$ cat config.mk
export PLATFORM = sky130hd
export DESIGN_NAME = controller_link_tx
export DESIGN_NICKNAME = d
export VERILOG_FILES = /design/src/rtl/controller_link_tx.sv
export SDC_FILE = /design/constraint.sdc
export NUM_CORES = 1
export LEC_CHECK = 0
export ABC_AREA = 1
export ABC_CLOCK_PERIOD_IN_PS = 2200
export CAP_MARGIN = 15
export CORE_UTILIZATION = 40
export CTS_CLUSTER_DIAMETER = 120
export CTS_CLUSTER_SIZE = 24
export DETAILED_ROUTE_END_ITERATION = 10
export PLACE_DENSITY = 0.64
export SLEW_MARGIN = 20
export SYNTH_ARGS = -nofsm -noshare
export SYNTH_HDL_FRONTEND = slang
export SYNTH_SLANG_ARGS = --single-unit
$ cat constraint.sdc
create_clock -name clk -period 2.2 [get_ports clk]
set_input_delay 0.33 -clock clk [delete_from_list [all_inputs] [get_ports clk]]
set_output_delay 0.33 -clock clk [all_outputs]
set_load 0.005 [all_outputs]
$ cat src/rtl/controller_link_tx.sv
// rtl/controller_link_tx.sv - serial transmitter for 7-bit controller input frames with one-entry holding buffer
module controller_link_tx #(
  parameter int CLKS_PER_BIT = 10416,
  parameter int PARITY_EN    = 1,
  parameter int STOP_BITS    = 1
) (
  input  logic       clk,
  input  logic       rst,
  input  logic [6:0] frame_data,
  input  logic       frame_valid,
  output logic       frame_ready,
  output logic       tx,
  output logic       busy
);

  localparam int             CW       = $clog2(CLKS_PER_BIT);
  localparam logic [CW-1:0]  CNT_MAX  = CW'(CLKS_PER_BIT - 1);
  localparam logic [2:0]     STOP_IDX = 3'(STOP_BITS - 1);

  typedef enum logic [2:0] {
    IDLE,
    START,
    DATA,
    PARITY,
    STOP
  } state_t;

  state_t        state_q, state_d;
  logic [CW-1:0] cnt_q, cnt_d;
  logic [2:0]    idx_q, idx_d;
  logic [6:0]    shift_q, shift_d;
  logic          par_q, par_d;
  logic          tx_q, tx_d;
  logic [6:0]    hold_data;
  logic          hold_valid;
  logic          load;
  logic          bit_end;

  assign frame_ready = !hold_valid && !rst;
  assign tx          = tx_q;
  assign busy        = (state_q != IDLE);
  assign bit_end     = (cnt_q == CNT_MAX);

  // Holding register: captures an offered frame, released when the shifter loads it.
  always_ff @(posedge clk) begin
    if (rst) begin
      hold_valid <= 1'b0;
      hold_data  <= 7'd0;
    end else if (load) begin
      hold_valid <= 1'b0;
    end else if (frame_valid && frame_ready) begin
      hold_valid <= 1'b1;
      hold_data  <= frame_data;
    end
  end

  // Shifter state register, including the registered serial line.
  always_ff @(posedge clk) begin
    if (rst) begin
      state_q <= IDLE;
      cnt_q   <= '0;
      idx_q   <= 3'd0;
      shift_q <= 7'd0;
      par_q   <= 1'b0;
      tx_q    <= 1'b1;
    end else begin
      state_q <= state_d;
      cnt_q   <= cnt_d;
      idx_q   <= idx_d;
      shift_q <= shift_d;
      par_q   <= par_d;
      tx_q    <= tx_d;
    end
  end

  // Next-state logic: bit timing, data shifting and frame chaining from the holding register.
  always_comb begin
    state_d = state_q;
    cnt_d   = cnt_q;
    idx_d   = idx_q;
    shift_d = shift_q;
    par_d   = par_q;
    tx_d    = tx_q;
    load    = 1'b0;

    if (state_q == IDLE) begin
      tx_d  = 1'b1;
      cnt_d = '0;
      idx_d = 3'd0;
      load  = hold_valid;
    end else if (!bit_end) begin
      cnt_d = cnt_q + 1'b1;
    end else begin
      cnt_d = '0;
      case (state_q)
        START: begin
          state_d = DATA;
          idx_d   = 3'd0;
          tx_d    = shift_q[0];
        end
        DATA: begin
          if (idx_q == 3'd6) begin
            idx_d = 3'd0;
            if (PARITY_EN != 0) begin
              state_d = PARITY;
              tx_d    = par_q;
            end else begin
              state_d = STOP;
              tx_d    = 1'b1;
            end
          end else begin
            idx_d   = idx_q + 3'd1;
            shift_d = shift_q >> 1;
            tx_d    = shift_q[1];
          end
        end
        PARITY: begin
          state_d = STOP;
          idx_d   = 3'd0;
          tx_d    = 1'b1;
        end
        STOP: begin
          if (idx_q == STOP_IDX) begin
            // Chain straight into the queued frame so no idle clock separates them.
            load    = hold_valid;
            state_d = IDLE;
            idx_d   = 3'd0;
            tx_d    = 1'b1;
          end else begin
            idx_d = idx_q + 3'd1;
            tx_d  = 1'b1;
          end
        end
        default: begin
          state_d = IDLE;
          tx_d    = 1'b1;
        end
      endcase
    end

    if (load) begin
      shift_d = hold_data;
      par_d   = ^hold_data;
      state_d = START;
      cnt_d   = '0;
      idx_d   = 3'd0;
      tx_d    = 1'b0;
    end
  end

endmodule

==> metrics, run 1 <==
status=completed; P_int=1.14 mW; antenna violations before repair=0; Max Used Layer=met4; Post-synth EDFFs=0; # port buffers=12; measured slew at the worst slew-check pin=0.410 ns; clk_lat worst skew=0.28 ns; diode count=0; Pre-antenna DRT Iters=4; setup TNS=0 ns; largest net degree at the start of global routing=18; DR vias=1752; cells after synthesis=294; Final setup viols=0; die height=72.9 um; first-iteration detailed-routing DRC count=100; Final Slew Violations=0; Met2 Routed Length=1770 um; clock-pin slew of the registers on the worst-case setup and hold paths=0.07 ns; relative slew slack=72.5%; Psw=0.358 mW; fin nets=325; final WL=3770 um; die area=0.00532 sq mm; synthesis-to-finish area growth=15.0%; number of distinct library cells after synthesis=30; Met1 Wirelength=1890 um; DR WL met3=79 um; TritonCTS Buffers=5; Peak VDD IR=0.389 mV; Final Hold Vio Count=0; HP Class=reg2reg; fmax=534 MHz; layout cells sized above 1=11.9%; Layout fillers=505; Cell Area, Synth=0.00201 sq mm; fraction of registers with async set/reset=0%; PwrDens=647 mW/mm^2; DR vias/cell=4.63; Crit path largest cell delay=0.52 ns; hold buffers post-CTS=0; Data required, critical path=1.87 ns; grt ovf=0; Cell Rows=25; Final HPWL DP=2830 um; Worst setup SP type=flip-flop; Leakage=0.934 nW; drt wl/cell=9.98 um; crit share post-route=85.1%; H-tree depth=2; crit path max fanout=6; Sw Share=23.9%; critical path cell sequence=nor2_2, inv_2, nor2_4, inv_2, clkdlybuf4s50_1; Setup Skew=0.00570 ns; #FFs+latches synth=37; RSZ-0062 raised after global routing=no; clk root buf=clkbuf_8; vias in the first global route=1576; clk sinks=37; Slowest-stage cell, CP=clkdlybuf4s50_1; CTS tree=done; Final Critical Period=1.87 ns; maxcap violations=0; CP dominant cell by count=inv_2; post-CTS resize count=0; RePlAce Congestion=0.824; sequential fraction of the synthesis area=36.8%; Top FF cell, synth=dfxtp_1; Syn Nets=309; initial core utilization=42.1%; Yosys warning count=0; final hold slack=0.457 ns; antenna-violating nets left=0; first-pass GRT wire length=6560 um; syn avg cell area=6.85 sq um; Buf+Inv Stages, Crit Path=3; total track usage=15.9%; arrival time worst endpoint=1.54 ns; combinational power share=11.5%; drt drc=0; Core ar.=0.00479 sq mm; clock power share=40.7%; CTS Buffer Depth=2; die span in x=72.9 um; WS Path Type=reg2out; Setup Buffers After CTS=0; Sequential Power Share=47.8%; Crit. End Element=primary output; Top delay family on crit path=buffers and inverters; IO Pins=13
-- stage by stage --
step	total power, mW	setup WS, ns	instance area (sq um)	utilization, %	cells
2_1_floorplan	0.852	0.742	2010	-	294
4_1_cts	1.52	0.321	2320	48.4	378
3_5_place_dp	0.905	0.465	2200	45.9	370
3_3_place_gp	0.902	0.476	2200	45.9	370
6_report	1.50	0.329	2320	48.4	378
5_1_grt	1.57	0.256	2320	48.4	378
-- cells in the mapped netlist (3+ instances only) --
library cell,count,area [sq um]
a21oi_1,10,50.1
dfxtp_1,37,741
ha_1,5,62.6
inv_1,30,113
inv_2,4,15.0
nand2_1,85,319
nand2_2,8,50.1
nand3_1,16,80.1
nand3_2,3,30.0
nor2_1,38,143
nor2_2,3,18.8
nor2_4,3,33.8
nor3_1,7,35.0
nor3b_1,3,22.5
o21ai_0,13,65.1
or2_2,3,18.8
xnor2_1,6,52.6
xor2_1,5,43.8
-- logic make-up after synthesis --
kind of cell | Yosys count | share of synthesized area, %
AOI/OAI and AO/OA | 26 | 6.71
xor gates and xnor gates | 11 | 4.79
adders and majority gates | 5 | 3.11
buffers and inverters | 40 | 8.33
DFF | 37 | 36.8
and+or+nand+nor | 175 | 40.3
-- metal layers --
layer / vias up / track usage [%]
met2: 13 / 26.8
met3: 2 / 3.87
met5: - / 0
li1: 950 / -
met4: 0 / 4.58
met1: 787 / 20.2
-- state kept, by name, indices dropped and copies added (netlist names) --
name and cells:
idx_q 3, cnt_q 14, tx 1, shift_q 7, state_q 3, par_q 1, hold_valid 1, hold_data 7
-- worst paths after layout --
kind | from | to | slack [ns] | cells after the start
worst max register to register | idx_q[0] | idx_q[1] | 0.49 | 9
worst min register to register | cnt_q[0] | cnt_q[0] | 0.46 | 1
worst min-delay path | cnt_q[0] | cnt_q[0] | 0.46 | 1
worst max-delay path | state_q[0] | busy | 0.33 | 5
-- area by class of cell --
cell class                      instances  area, sq um  share of cell area, %
Sequential cell                        37          741                   32.0
Timing Repair Buffer                   14          135                   5.83
Tap cell                               67         83.8                   3.62
Clock buffer                            6         82.6                   3.57
Clock inverter                          2         37.5                   1.62
Inverter                               35          131                   5.67
Multi-Input combinational cell        217         1100                   47.7
-- power groups by stage --
stage,registers (mW),clock network [mW],logic [mW]
floorplan,0.727,0,0.126
global placement,0.732,0,0.170
detailed placement,0.732,0,0.173
CTS,0.716,0.627,0.174
global route,0.720,0.655,0.197
finish,0.716,0.610,0.172
-- worst register-to-register path: stages (launching register included) --
cell	delay, ns
dfxtp_1	0.41
inv_1	0.10
ha_1	0.22
nand3_1	0.09
nor2_2	0.06
nand3_4	0.13
nand2_2	0.16
nor2_1	0.24
nand2_1	0.13
a21oi_1	0.12
-- cells in the final DEF (no fill, tap or decap), types with 2 or more instances in the layout --
master and count:
nand2_1 85, nor2_1 38, dfxtp_1 37, inv_1 30
nand3_1 16, o21ai_0 13, clkdlybuf4s50_1 12, a21oi_1 10
nand2_2 8, nor3_1 7, xnor2_1 6, clkbuf_8 6
xor2_1 5, ha_1 5, inv_2 4, nor2_2 3
nor2_4 3, nand3_2 3, or2_2 3, nor3b_1 3
nand4_1 2, buf_4 2
Note: power is estimated with default switching activity, not from simulation.
==> run 2, diff against run 1 <==
--- a/config.mk
+++ b/config.mk
@@ -8,11 +8,13 @@
 export ABC_AREA = 1
 export ABC_CLOCK_PERIOD_IN_PS = 2200
 export CAP_MARGIN = 15
+export CELL_PAD_IN_SITES_DETAIL_PLACEMENT = 1
+export CELL_PAD_IN_SITES_GLOBAL_PLACEMENT = 1
 export CORE_UTILIZATION = 40
 export CTS_CLUSTER_DIAMETER = 120
 export CTS_CLUSTER_SIZE = 24
 export DETAILED_ROUTE_END_ITERATION = 10
-export PLACE_DENSITY = 0.64
+export PLACE_DENSITY = 0.81
 export SLEW_MARGIN = 20
 export SYNTH_ARGS = -nofsm -noshare
 export SYNTH_HDL_FRONTEND = slang
==> run 2 against run 1 <==
Die area unchanged. Flip-flop and latch count did not move. Clock-buffer cell count is the same. Setup slack worse by 0.016 ns. Cell count unchanged. Highest routed layer unchanged.
==> metrics, run 2 (synthesis gave the netlist of run 1 again) <==
status=completed; post-CTS resize count=0; DR WL met3=114 um; clk sinks=37; Pre-antenna DRT Iters=4; drt drc=0; total track usage=19.6%; grt ovf=0; clk_lat worst skew=0.29 ns; die height=72.9 um; antenna-violating nets left=0; Peak VDD IR=0.291 mV; Core ar.=0.00479 sq mm; IO Pins=13; CTS Buffer Depth=2; Reg with most FFs=cnt_q; TritonCTS Buffers=5; antenna violations before repair=0; Max Used Layer=met4; die span in x=72.9 um; area post-placement=0.00220 sq mm; layout cells sized above 1=11.6%; WS Path Type=reg2out; vias in the first global route=1848; largest net degree at the start of global routing=18; max reg flops=14; area of the multi-input gates=0.00110 sq mm; Met2 Routed Length=2050 um; die area=0.00532 sq mm; setup TNS=0 ns; arrival time worst endpoint=1.56 ns; setup slack, reg-to-reg=0.45 ns; Setup Skew=0.0118 ns; Crit. End Element=primary output; Register Area=741 sq um; first-iteration detailed-routing DRC count=74; DR vias=1775; clk root buf=clkbuf_8; synthesis-to-finish area growth=13.2%; most frequent cells in the layout=nand2_1 (85), nor2_1 (38), dfxtp_1 (37), inv_1 (30), nand3_1 (16); final WL=4340 um; crit path max fanout=6; Final setup viols=0; fin nets=325; RSZ-0062 raised after global routing=no; Setup WS post-layout=0.313 ns; # port buffers=12; H-tree depth=2; HP Class=reg2reg; CP Launch Point=state_q[0]; RePlAce Congestion=0.736; fmax=530 MHz; Final Slew Violations=0; hold path start=cnt_q[0]; Placement Setup Slack=0.467 ns; maxcap violations=0; Core Util, Final=47.6%; RR Startpoint=cnt_q[0]; Final Hold Vio Count=0; Cell Rows=25; Met1 Wirelength=2110 um; Data required, critical path=1.87 ns; Pwr Total=1.36 mW; PwrDens=595 mW/mm^2; clock-pin slew of the registers on the worst-case setup and hold paths=0.07 ns; initial core utilization=42.1%; commonest non-fill, non-tap cell in the layout=nand2_1; DR vias/cell=4.70; crit share post-route=85.8%; Regs by FF count=cnt_q: 14 flops, hold_data: 7 flops, shift_q: 7 flops; first-pass GRT wire length=8110 um; CTS tree=done; Worst setup SP type=flip-flop; drt wl/cell=11.5 um; hold buffers post-CTS=0; Final Critical Period=1.89 ns; Setup Buffers After CTS=0; Final HPWL DP=3260 um; measured slew at the worst slew-check pin=0.430 ns; diode count=0; Leakage=0.921 nW; cell area after layout=0.00228 sq mm; Layout fillers=651; relative slew slack=71.1%
[run 2: changes by cell type in the layout (fill, tap and decap cells not counted)]
cell,previous run,this run
bufinv_16,1,0
clkinvlp_4,1,0
clkbuf_1,0,1
clkinv_2,0,2
clkbuf_8,6,5
[run 2: routing by layer]
layer	GRT usage, %	up-vias
li1	-	947
met1	25.3	802
met2	32.7	20
met3	3.73	6
met4	6.54	0
met5	0	-
[run 2: worst paths after layout]
| path | end | cells past startpoint |
|---|---|---|
| max | busy | 5 |
| min | cnt_q[0] | 1 |
| max reg2reg | cnt_q[8] | 7 |
| min reg2reg | cnt_q[0] | 1 |
[run 2: final cells by class]
class,count,share of cell area (%)
Multi-Input combinational cell,217,48.5
Tap cell,67,3.68
Sequential cell,37,32.5
Inverter,35,5.77
Timing Repair Buffer,14,5.93
Clock inverter,2,0.439
Clock buffer,6,3.19
[run 2: where the power goes]
part | switching, mW | leakage [nW] | internal (mW) | total [mW]
Clock | 0.244 | 0.0450 | 0.220 | 0.463
Sequential | 0.0210 | 0.301 | 0.695 | 0.716
Combinational | 0.0999 | 0.576 | 0.0768 | 0.177
Total | 0.365 | 0.921 | 0.991 | 1.36
[run 2: critical path: stages, from the launching register on]
cell,delay (ns)
dfxtp_1,0.42
nor2_2,0.08
inv_2,0.07
nor2_4,0.04
inv_2,0.14
clkdlybuf4s50_1,0.53
[run 2: through the flow]
step                      cells  hold WS, ns
after floorplan             294        0.418
after global placement      370        0.434
after detailed placement    370        0.446
after CTS                   378        0.461
after global routing        378        0.467
final                       378        0.453
==> run 3, diff against run 2 <==
--- a/config.mk
+++ b/config.mk
@@ -11,7 +11,7 @@
 export CELL_PAD_IN_SITES_DETAIL_PLACEMENT = 1
 export CELL_PAD_IN_SITES_GLOBAL_PLACEMENT = 1
 export CORE_UTILIZATION = 40
-export CTS_CLUSTER_DIAMETER = 120
+export CTS_CLUSTER_DIAMETER = 40
 export CTS_CLUSTER_SIZE = 24
 export DETAILED_ROUTE_END_ITERATION = 10
 export PLACE_DENSITY = 0.81
==> results of run 3 <==
Final layout, timing and power as in run 2 (identical DEF).
